## config.mk

```make
export PLATFORM = sky130hd
export DESIGN_NAME = image_fetch_ctrl
export DESIGN_NICKNAME = d
export VERILOG_FILES = /design/src/rtl/mlp_pkg.sv /design/src/rtl/fetch_skid_buf.sv /design/src/rtl/image_fetch_ctrl.sv
export SDC_FILE = /design/constraint.sdc
export NUM_CORES = 1
export LEC_CHECK = 0
export BUFFER_PORTS_ARGS = -buffer_cell sky130_fd_sc_hd__buf_2
export CORE_MARGIN = 2
export CORE_UTILIZATION = 51
export CTS_CLUSTER_DIAMETER = 40
export DETAILED_ROUTE_END_ITERATION = 10
export MAX_ROUTING_LAYER = met4
export PLACE_DENSITY_LB_ADDON = 0.05
export SYNTH_ARGS = -nofsm -noshare
export SYNTH_HDL_FRONTEND = slang
export SYNTH_SLANG_ARGS = --single-unit
```

## constraint.sdc

```tcl
create_clock -name clk -period 2.5 [get_ports clk]
set_input_delay 0.25 -clock clk [delete_from_list [all_inputs] [get_ports clk]]
set_output_delay 0.25 -clock clk [all_outputs]
set_load 0.05 [all_outputs]
```

## src/rtl/mlp_pkg.sv

```systemverilog
// Shared constants and state encoding for the MLP image front end.
package mlp_pkg;
    localparam int NUM_IMAGES = 1797;
    localparam int IMAGE_SIZE = 65;
    localparam int DATA_W     = 16;
    localparam int ADDR_W     = 17;
    localparam int IDX_W      = 11;
    localparam int PIXELS     = IMAGE_SIZE - 1;
    localparam int CNT_W      = $clog2(IMAGE_SIZE + 1);

    typedef enum logic [1:0] {
        IDLE,
        FETCH,
        DRAIN,
        DONE
    } fetch_state_e;
endpackage

```

## src/rtl/fetch_skid_buf.sv

```systemverilog
// Two-entry FIFO of {data, last} between the ROM return path and the pixel port.
module fetch_skid_buf #(
    parameter int W = 16
) (
    input  logic         clk,
    input  logic         rst_n,
    input  logic         push,
    input  logic [W-1:0] push_data,
    input  logic         push_last,
    input  logic         pop,
    output logic [W-1:0] head_data,
    output logic         head_last,
    output logic [1:0]   occ
);
    logic [W-1:0] d1;
    logic         l1;

    always_ff @(posedge clk or negedge rst_n) begin
        if (!rst_n) begin
            head_data <= '0;
            head_last <= 1'b0;
            d1        <= '0;
            l1        <= 1'b0;
            occ       <= 2'd0;
        end else begin
            unique case ({push, pop})
                2'b10: begin
                    if (occ == 2'd0) begin
                        head_data <= push_data;
                        head_last <= push_last;
                    end else begin
                        d1 <= push_data;
                        l1 <= push_last;
                    end
                    occ <= occ + 2'd1;
                end
                2'b01: begin
                    head_data <= d1;
                    head_last <= l1;
                    occ       <= occ - 2'd1;
                end
                2'b11: begin
                    if (occ == 2'd1) begin
                        head_data <= push_data;
                        head_last <= push_last;
                    end else begin
                        head_data <= d1;
                        head_last <= l1;
                        d1        <= push_data;
                        l1        <= push_last;
                    end
                end
                default: ;
            endcase
        end
    end
endmodule

```

## src/rtl/image_fetch_ctrl.sv

```systemverilog
// Reads one image from the image ROM, streams its pixels and latches its label.
// IMG_AUTO_NEXT_EN: walk images with an internal pointer instead of img_idx.
module image_fetch_ctrl
    import mlp_pkg::*;
(
    input  logic              clk,
    input  logic              rst_n,
    input  logic              start,
    input  logic [IDX_W-1:0]  img_idx,
    output logic              busy,
    output logic              done,
    output logic              err,
    output logic              rom_ren,
    output logic [ADDR_W-1:0] rom_radd,
    input  logic [DATA_W-1:0] rom_data,
    output logic              px_valid,
    input  logic              px_ready,
    output logic [DATA_W-1:0] px_data,
    output logic              px_last,
    output logic [DATA_W-1:0] label,
    output logic              label_valid
);
    localparam logic [ADDR_W-1:0] SIZE_A  = ADDR_W'(IMAGE_SIZE);
    localparam logic [CNT_W-1:0]  LAST_RD = CNT_W'(IMAGE_SIZE - 1);
    localparam logic [CNT_W-1:0]  LAST_PX = CNT_W'(PIXELS - 1);
    localparam logic [CNT_W-1:0]  LBL_TAG = CNT_W'(PIXELS);

    fetch_state_e      state;
    logic [ADDR_W-1:0] base;
    logic [CNT_W-1:0]  rd_cnt;
    logic [CNT_W-1:0]  rtag;
    logic              rvalid;
    logic              px_done;
    logic [1:0]        occ;
    logic              pop;
    logic              push;
    logic              lbl_cap;
    logic              last_xfer;
    logic              go_done;
    logic [IDX_W-1:0]  sel_idx;
    logic              idx_ok;

`ifdef IMG_AUTO_NEXT_EN
    logic [IDX_W-1:0] ptr;

    assign sel_idx = ptr;
    assign idx_ok  = 1'b1;

    always_ff @(posedge clk or negedge rst_n) begin
        if (!rst_n) begin
            ptr <= '0;
        end else if (state == DONE) begin
            ptr <= (ptr == IDX_W'(NUM_IMAGES - 1)) ? '0 : ptr + 1'b1;
        end
    end
`else
    assign sel_idx = img_idx;
    assign idx_ok  = img_idx < IDX_W'(NUM_IMAGES);
`endif

    assign px_valid  = occ != 2'd0;
    assign pop       = px_valid && px_ready;
    assign push      = rvalid && (rtag != LBL_TAG);
    assign lbl_cap   = rvalid && (rtag == LBL_TAG);
    assign last_xfer = pop && px_last;
    assign go_done   = (px_done || last_xfer) && (label_valid || lbl_cap);

    // Credit the pop of this cycle so a full-rate stream keeps one read per cycle.
    assign rom_ren  = (state == FETCH) &&
                      (3'(occ) + 3'(rvalid) < 3'd2 + 3'(pop));
    assign rom_radd = rom_ren ? base + ADDR_W'(rd_cnt) : '0;

    fetch_skid_buf #(
        .W (DATA_W)
    ) u_buf (
        .clk       (clk),
        .rst_n     (rst_n),
        .push      (push),
        .push_data (rom_data),
        .push_last (rtag == LAST_PX),
        .pop       (pop),
        .head_data (px_data),
        .head_last (px_last),
        .occ       (occ)
    );

    always_ff @(posedge clk or negedge rst_n) begin
        if (!rst_n) begin
            state       <= IDLE;
            busy        <= 1'b0;
            done        <= 1'b0;
            err         <= 1'b0;
            base        <= '0;
            rd_cnt      <= '0;
            rtag        <= '0;
            rvalid      <= 1'b0;
            px_done     <= 1'b0;
            label       <= '0;
            label_valid <= 1'b0;
        end else begin
            done   <= 1'b0;
            err    <= 1'b0;
            rvalid <= rom_ren;
            rtag   <= rd_cnt;
            if (lbl_cap) begin
                label       <= rom_data;
                label_valid <= 1'b1;
            end
            if (last_xfer) begin
                px_done <= 1'b1;
            end
            unique case (state)
                IDLE: begin
                    if (start && idx_ok) begin
                        base        <= ADDR_W'(sel_idx) * SIZE_A;
                        rd_cnt      <= '0;
                        label_valid <= 1'b0;
                        px_done     <= 1'b0;
                        busy        <= 1'b1;
                        state       <= FETCH;
                    end else if (start) begin
                        err <= 1'b1;
                    end
                end
                FETCH: begin
                    if (rom_ren) begin
                        rd_cnt <= rd_cnt + 1'b1;
                        if (rd_cnt == LAST_RD) begin
                            state <= DRAIN;
                        end
                    end
                end
                DRAIN: begin
                    if (go_done) begin
                        done  <= 1'b1;
                        state <= DONE;
                    end
                end
                DONE: begin
                    busy  <= 1'b0;
                    state <= IDLE;
                end
                default: state <= IDLE;
            endcase
        end
    end
endmodule

```

==> results of run 1 <==
-- power groups by stage --
stage / logic [mW] / registers (mW) / clock network [mW]
after floorplan: 2.05 / 2.89 / 0
final: 3.66 / 2.36 / 1.00
after global placement: 3.40 / 2.35 / 0
after CTS: 3.60 / 2.35 / 1.03
after detailed placement: 3.44 / 2.38 / 0
after global routing: 3.99 / 2.43 / 1.10
-- cell usage after synthesis, types with 2 or more instances --
master    count
ha_1         31
a21oi_1      28
nand2_1      35
nor4_1        2
o221ai_1      2
inv_1        22
nor3b_1       2
dfrtp_1      91
and3_1        3
nand4_1       5
nand3_1       8
xor2_1        6
fa_1          2
nor3_1        3
o21ai_0      19
o21a_1        4
a22oi_1      17
mux2i_1       4
o31ai_1       3
a31oi_1       2
o211a_1       2
nor2_1       46
a211oi_1      8
nor2b_1       6
xnor2_1      13
a21o_1        3
nand2b_1      4
nand3b_1      2
mux2_2       44
o21bai_1      2
clkbuf_1     11
-- what timing repair did --
| item | in CTS | in global routing |
|---|---|---|
| hold buffers | 1 | 0 |
| pin swaps | 7 | 12 |
| hold endpoints to repair | 29 | 0 |
| resized for setup | 35 | 23 |
| buffers inserted | 2 | 1 |
| endpoints found under the setup margin | 11 | 37 |
-- cells in the final DEF, fill, tap and decap left out, types with 3 or more instances in the layout --
cell type,instances
buf_4,22
xor2_1,6
and3_1,3
a21oi_1,27
dfrtp_1,90
o21a_1,4
clkinvlp_4,3
nand3_1,8
nor2_2,4
buf_6,14
xnor2_1,12
a21o_1,3
nand4_1,5
ha_1,29
a211oi_1,5
a22oi_1,17
mux2i_2,4
nand2b_1,3
o21ai_0,17
mux2_2,44
inv_1,20
nand2_1,35
clkbuf_8,10
a211oi_2,3
nor2_1,40
nor2b_1,4
buf_2,71
-- per-layer routing --
metal,track usage,vias up,wire length (um)
li1,-,1808,-
met1,0.277,1772,4750
met4,0.0632,0,131
met2,0.381,67,5110
met3,0.0319,13,339
met5,-,-,0
-- area by class of cell --
class | instances | share of cell area
clock inverters | 5 | 0.0104
flip-flops and latches | 91 | 0.385
inverters | 22 | 0.0140
well taps | 111 | 0.0235
clock buffers | 10 | 0.0233
repair buffers | 111 | 0.126
multi-input cells | 320 | 0.418
-- cell families (layout without fill, tap and decap cells) --
| kind of cell | count (synthesis) | count (layout) | synth area share |
|---|---|---|---|
| xor gates and xnor gates | 19 | 19 | 0.0349 |
| DFF | 91 | 91 | 0.478 |
| and+or+nand+nor | 123 | 123 | 0.124 |
| adders and majority gates | 33 | 33 | 0.0898 |
| AOI/OAI and AO/OA | 97 | 97 | 0.130 |
| muxes | 48 | 48 | 0.112 |
| buffers and inverters | 36 | 148 | 0.0310 |
-- through the flow --
step                setup slack (ns)  cell area, um2
global placement              0.0623            5500
detailed placement           -0.0900            5500
finish                       -0.0769            5920
global route                  -0.217            5920
CTS                           -0.171            5840
floorplan                   -0.00425            4800
-- critical path, stage by stage (launching register included) --
cell and delay [ns]:
dfrtp_1 0.37, ha_2 0.20, inv_2 0.04, fa_2 0.38, nor2b_4 0.18, o31ai_4 0.09, a2111oi_4 0.34, xnor2_2 0.12
nor2_4 0.11, buf_8 0.15
-- worst max path at each step --
stage / cells after the start / to / startpoint
after floorplan: 8 / rom_radd[11] / rvalid
after global placement: 9 / rom_radd[16] / base[0]
after detailed placement: 9 / rom_radd[16] / rd_cnt[0]
after global routing: 10 / rom_radd[12] / rd_cnt[0]
after CTS: 9 / rom_radd[16] / rd_cnt[0]
final: 9 / rom_radd[16] / rd_cnt[0]
-- flip-flops by register name (all words and copies together) (netlist names) --
signal           count
base                17
busy                 1
done                 1
err                  1
label               16
label_valid          1
px_done              1
rd_cnt               7
rtag                 7
rvalid               1
state                2
u_buf.d1            16
u_buf.head_data     16
u_buf.head_last      1
u_buf.l1             1
u_buf.occ            2
==> summary.txt, run 1 <==
status: complete, but fails checks
failing checks: negative setup slack
net switching power: 3.19 mW
Initial DRC Count: 65
Worst Skew: 0.0151 ns
Clock Tree Buf Depth: 2
clock sink count: 91
syn nets: 511
CP Class: reg2out
H-tree depth: 3
register area: 2280 um2
Hold Vio Cnt, Final: 0
Synth area leader: dfrtp_1
number of max-cap violations: 0
# placed instances: 653
EDFF count, synth: 0
#FFs+latches synth: 91
core area: 9150 um2
placer congestion estimate: 0.795
CP required: 2.25 ns
setup ws final: -0.0769 ns
DRT Pass-1 Iters: 4
Cell Int Power: 3.83 mW
final setup TNS: -0.434 ns
Syn Inst Count: 447
clock share of power: 0.143
die area: 10100 um2
post-route insts no fill: 670
leakage power: 2.71 nW
Reg power frac: 0.336
switching share of total power: 0.454
Worst-Margin Slew: 0.623 ns
ranking of synthesized cells by area: dfrtp_1 (48%), mux2_2 (10%), ha_1 (8.1%)
Power Total: 7.02 mW
CP Launch Type: flop
Final Cycle Share: 1.03
setup violators final: 9
Initial Utilization: 0.521
PD cells: 1190 nW/um2
post-DP HPWL: 7540 um
crit end category: output pin
grt ovf: 0
routed wire length: 10300 um
Die Height: 101 um
Worst Hold Path Cells: 2
Clock transition at path regs: 0.10 ns
Area growth syn-to-layout: 24.2%
port bufs: 86
crit path DAT: 2.33 ns
CTS root buffer: clkbuf_8
Synth Cell Area: 4760 um2
width of the die: 101 um
Rows: 35
Slew Viols, Final: 0
syn_area_per_cell: 10.7 um2
total number of vias: 3660
RSZ-0062 raised after global routing: yes
Primary FF master, synth: dfrtp_1
Worst slew margin: 0.580
first-pass GRT wire length: 17300 um
hold_sp: rom_data[5]
Multi-input gate area: 2470 um2
Ys Warns: 0
Logic pwr share: 0.521
Fmax: 388 MHz
Post-DRT Antenna Nets: 0
Final Util: 0.646
number of antenna violations at the first check in global routing: 0
total track usage: 0.223
# fillers: 793
Layout Nets: 619
pin count of the biggest net entering global routing: 43
class of the worst hold path: in2reg
routed vias/inst: 5.46
IO Pins: 87
FF-to-FF Start: u_buf.occ[0]
vias in the first global route: 3631
fraction of layout instances using a drive strength above 1: 0.363
reg2reg path depth: 7
fin crit period: 2.58 ns
FF-to-FF End: rd_cnt[3]
Seq/Total Area, Yosys: 0.478
WL/cell: 15.4 um
Cell variety after synth: 48
hold endpoint: label[5]
DR DRC count: 0
Critical Path Fanout Max: 2
Synth top area share: 0.478
clk_lat worst skew: 0.35 ns
TritonCTS clock tree: done
CTS buffer count: 9
number of diodes: 0
minimum hold slack: 0.150 ns
ys async rst share: 1.00
VDD IR-drop max: 0.555 mV
Worst R2R Setup Slack: 0.26 ns
(Power assumes the default switching activity.)
==> run 2, diff against run 1 <==
Settings changed: CELL_PAD_IN_SITES_DETAIL_PLACEMENT set to 1, CELL_PAD_IN_SITES_GLOBAL_PLACEMENT set to 2, CORE_UTILIZATION 51 to 32.
==> summary.txt, run 2 (synthesized netlist as in run 1, its figures left out) <==
H-tree depth: 3
core area: 14500 um2
Clock transition at path regs: 0.07 ns
Reg power frac: 0.311
fin crit period: 2.64 ns
CP bufs+invs: 3
VDD IR-drop max: 0.495 mV
failing checks: negative setup slack
status: complete, but fails checks
DP Worst Slack: -0.159 ns
CP top delay family: adder cells
vias in the first global route: 4067
Area growth syn-to-layout: 30.8%
total number of vias: 3796
RSZ-0062 raised after global routing: yes
commonest cells after routing, fill and taps aside: dfrtp_1 (90), buf_2 (71), mux2_2 (44)
Worst-Margin Slew: 0.686 ns
post-DP HPWL: 9610 um
FF-to-FF Start: rtag[0]
Logic pwr share: 0.502
die area: 15900 um2
Slew Viols, Final: 0
grt met1 use: 0.213
FF-to-FF End: u_buf.d1[8]
number of flip-flops in the largest register: 17
crit path to: rom_radd[16]
class of the worst hold path: in2reg
Initial Utilization: 0.328
CTS root buffer: clkbuf_16
number of antenna violations at the first check in global routing: 0
clock share of power: 0.187
port bufs: 86
Power Total: 7.60 mW
number of diodes: 0
Final Util: 0.429
Worst R2R Setup Slack: 0.24 ns
Cell Int Power: 4.20 mW
pin count of the biggest net entering global routing: 42
crit path launch: base[0]
Hold Vio Cnt, Final: 0
setup ws final: -0.139 ns
first-pass GRT wire length: 21200 um
# fillers: 1618
placer congestion estimate: 0.741
Rows: 44
fraction of layout instances using a drive strength above 1: 0.381
CP Depth: 10
GR Layer Usage met2: 0.293
CP cell instances: ha_2 -> inv_2 -> fa_2 -> nor2b_4 -> o31ai_4 -> a2111oi_4 -> buf_4 -> xnor2_2 -> nor2_4 -> buf_6
final setup TNS: -0.423 ns
CP Class: reg2out
net switching power: 3.40 mW
Post-DRT Antenna Nets: 0
crit path DAT: 2.39 ns
IO Pins: 87
Slowest Stage Delay on Critical Path: 0.36 ns
clock sink count: 91
clk_lat worst skew: 0.35 ns
DR DRC count: 0
Layout Nets: 631
switching share of total power: 0.447
Worst slew margin: 0.543
slowest CP cell: dfrtp_1
Initial DRC Count: 185
reg2reg path depth: 10
Fmax: 379 MHz
routed vias/inst: 5.02
met3 Track Usage GR: 0.0255
most common cell after layout, fill and taps aside: dfrtp_1
CP required: 2.25 ns
leakage power: 2.84 nW
PD cells: 1220 nW/um2
total track usage: 0.174
Worst Skew: 0.0106 ns
routed wire length: 12700 um
grt peak-use layer: met2
Final Cycle Share: 1.06
CP Launch Type: flop
number of max-cap violations: 0
TritonCTS clock tree: done
width of the die: 126 um
setup violators final: 8
grt ovf: 0
Die Height: 126 um
Critical Path Fanout Max: 2
crit end category: output pin
register with the most flip-flops: base
DRT Pass-1 Iters: 4
Clock Tree Buf Depth: 2
WL/cell: 16.8 um
CTS buffer count: 9
## run 2: cell count changes in the layout (fill, tap and decap cells not counted), moves of 2 or more
cell	before	now
clkinv_4	0	2
clkbuf_8	10	0
clkbuf_16	0	9
buf_4	22	36
a211oi_2	3	1
a211oi_4	0	2
buf_6	14	11
clkbuf_4	0	2
## run 2: worst min path at each step
stage,from,end,slack (ns),cells after the start
after CTS,rom_data[9],label[9],0.15,2
after detailed placement,rst_n,u_buf.head_data[3],0.30,1
after global placement,rst_n,u_buf.head_data[3],0.29,1
after global routing,rom_data[15],label[15],0.16,2
after floorplan,rst_n,base[0],-0.05,0
final,rom_data[9],label[9],0.16,2
## run 2: stage by stage
step	hold WS (ns)	cell area, um2	instances
after global routing	0.156	6230	756
after global placement	0.290	5670	736
after CTS	0.147	6120	754
after detailed placement	0.297	5670	736
after floorplan	-0.0456	4800	447
final	0.158	6230	756
## run 2: timing repair
item	4_1_cts	5_1_grt
hold buffers	1	0
pin swaps	6	6
hold endpoints to repair	39	0
endpoints found under the setup margin	13	22
setup buffers	1	2
resized for setup	34	23
## run 2: layout make-up
cell class / count / area, um2 / area share
multi-input cells: 320 / 2510 / 0.403
clock buffers: 9 / 225 / 0.0362
repair buffers: 123 / 815 / 0.131
well taps: 184 / 230 / 0.0370
flip-flops and latches: 91 / 2280 / 0.366
inverters: 22 / 82.6 / 0.0133
clock inverters: 7 / 87.6 / 0.0141
## run 2: routing by layer
layer / vias to the layer above / share of wire
met5: - / 0
met4: 0 / 0.016
met3: 13 / 0.035
met2: 85 / 0.50
met1: 1874 / 0.44
li1: 1824 / -
## run 2: power groups by stage
stage          registers [mW]  logic (mW)  clock network [mW]
6_report                 2.36        3.82                1.42
5_1_grt                  2.46        4.16                1.53
4_1_cts                  2.37        3.79                1.46
3_5_place_dp             2.39        3.64                   0
3_3_place_gp             2.38        3.58                   0
2_1_floorplan            2.89        2.05                   0
==> run 3, diff against run 2 <==
Settings changed: REMOVE_ABC_BUFFERS set to 1.
==> summary.txt, run 3 (synthesized netlist as in run 1, its figures left out) <==
status: complete, but fails checks
failing checks: negative setup slack
Logic pwr share: 0.495
class of the worst hold path: in2reg
leakage power: 2.81 nW
RSZ-0062 raised after global routing: yes
Layout Nets: 625
switching share of total power: 0.442
number of flip-flops in the largest register: 17
number of diodes: 0
core area: 14500 um2
total number of vias: 3757
routed wire length: 12600 um
DRT Pass-1 Iters: 4
Worst Skew: 0.00719 ns
H-tree depth: 3
width of the die: 126 um
commonest cells after routing, fill and taps aside: dfrtp_1 (91), buf_2 (73), nor2_1 (45)
total track usage: 0.168
CP Launch Type: flop
crit end category: output pin
Cell Int Power: 4.21 mW
Rows: 44
TritonCTS clock tree: done
clk_lat worst skew: 0.34 ns
crit path DAT: 2.34 ns
Final Cycle Share: 1.03
Area growth syn-to-layout: 28.2%
placer congestion estimate: 0.765
routed vias/inst: 5.02
first-pass GRT wire length: 20600 um
Top Layer Used: met4
Hold Vio Cnt, Final: 0
pin count of the biggest net entering global routing: 51
Worst-Margin Slew: 0.565 ns
Final Util: 0.420
VDD IR-drop max: 0.347 mV
metal2 WL: 6000 um
net switching power: 3.33 mW
Reg power frac: 0.318
Die Height: 126 um
grt ovf: 0
WL/cell: 16.8 um
setup violators final: 7
clock share of power: 0.187
Slew Viols, Final: 0
register area: 2280 um2
clock sink count: 91
Clock transition at path regs: 0.07 ns
DRT met1 WL: 6030 um
port bufs: 86
CP Class: reg2out
# fillers: 1646
DR DRC count: 0
CP required: 2.25 ns
fraction of layout instances using a drive strength above 1: 0.356
Initial Utilization: 0.328
die area: 15900 um2
Worst slew margin: 0.621
DP Worst Slack: 0.0164 ns
CTS buffer count: 9
register with the most flip-flops: base
fin crit period: 2.59 ns
IO Pins: 87
Fmax: 387 MHz
Post-DRT Antenna Nets: 0
PD cells: 1230 nW/um2
Multi-input gate area: 2450 um2
Clock Tree Buf Depth: 2
number of antenna violations at the first check in global routing: 0
most common cell after layout, fill and taps aside: dfrtp_1
setup ws final: -0.0872 ns
CTS root buffer: clkbuf_16
Initial DRC Count: 147
post-DP HPWL: 9230 um
Critical Path Fanout Max: 2
vias in the first global route: 3925
number of max-cap violations: 0
WL met3: 389 um
-- run 3: cell types whose count changed in the layout (fill, tap and decap cells not counted), moves of 3 or more --
cell     change
nor2_1       +5
buf_6        -4
mux2i_1      +4
mux2i_2      -4
nor2_2       -4
buf_4        -3
ha_1         -3
-- run 3: cell type report --
cell class / instances / share of cell area
Inverter: 22 / 0.0135
Clock inverter: 3 / 0.00758
Timing Repair Buffer: 117 / 0.125
Tap cell: 184 / 0.0377
Clock buffer: 12 / 0.0420
Multi-Input combinational cell: 320 / 0.402
Sequential cell: 91 / 0.373
-- run 3: power groups by stage --
stage,combinational (mW),clock (mW),sequential (mW)
after floorplan,1.95,0,2.89
after global placement,3.49,0,2.39
after detailed placement,3.57,0,2.42
after CTS,3.72,1.45,2.39
after global routing,4.08,1.52,2.48
final,3.73,1.41,2.40
-- run 3: timing repair --
item	CTS	global route
pin swaps	6	8
endpoints found under the setup margin	12	31
resized for setup	33	13
hold endpoints to repair	41	0
buffers inserted	2	1
hold buffers	1	0
-- run 3: worst paths after layout --
kind	start	endpoint	slack, ns	depth (start not counted)
min	rom_data[2]	label[2]	0.17	2
min reg2reg	label[11]	label[11]	0.50	1
min in group asynchronous	rst_n	label[1]	0.43	2
max in group asynchronous	rst_n	base[7]	1.39	3
max reg2reg	u_buf.occ[0]	u_buf.d1[14]	0.22	9
max	base[0]	rom_radd[16]	-0.09	10
-- run 3: critical path, stage by stage, from the launching register on --
cell	delay (ns)
dfrtp_1	0.35
ha_2	0.19
inv_2	0.04
fa_2	0.36
nor2b_4	0.14
o31ai_2	0.09
a2111oi_2	0.30
buf_4	0.17
xnor2_2	0.06
nor2_2	0.12
buf_6	0.17
-- run 3: per-layer routing --
layer | up-vias | global-route usage
met3 | 10 | 0.0272
met1 | 1875 | 0.222
li1 | 1808 | -
met5 | - | -
met2 | 64 | 0.269
met4 | 0 | 0.0446
-- run 3: through the flow --
stage          setup TNS (ns)  hold slack (ns)  power (mW)  cell area [um2]  std cells
4_1_cts                -0.656            0.162        7.57             6030        748
6_report               -0.267            0.170        7.54             6110        749
5_1_grt                 -1.15            0.166        8.08             6110        749
3_5_place_dp                0            0.275        5.99             5610        730
2_1_floorplan           -7.24          -0.0456        4.84             4700        433
3_3_place_gp                0            0.282        5.88             5610        730
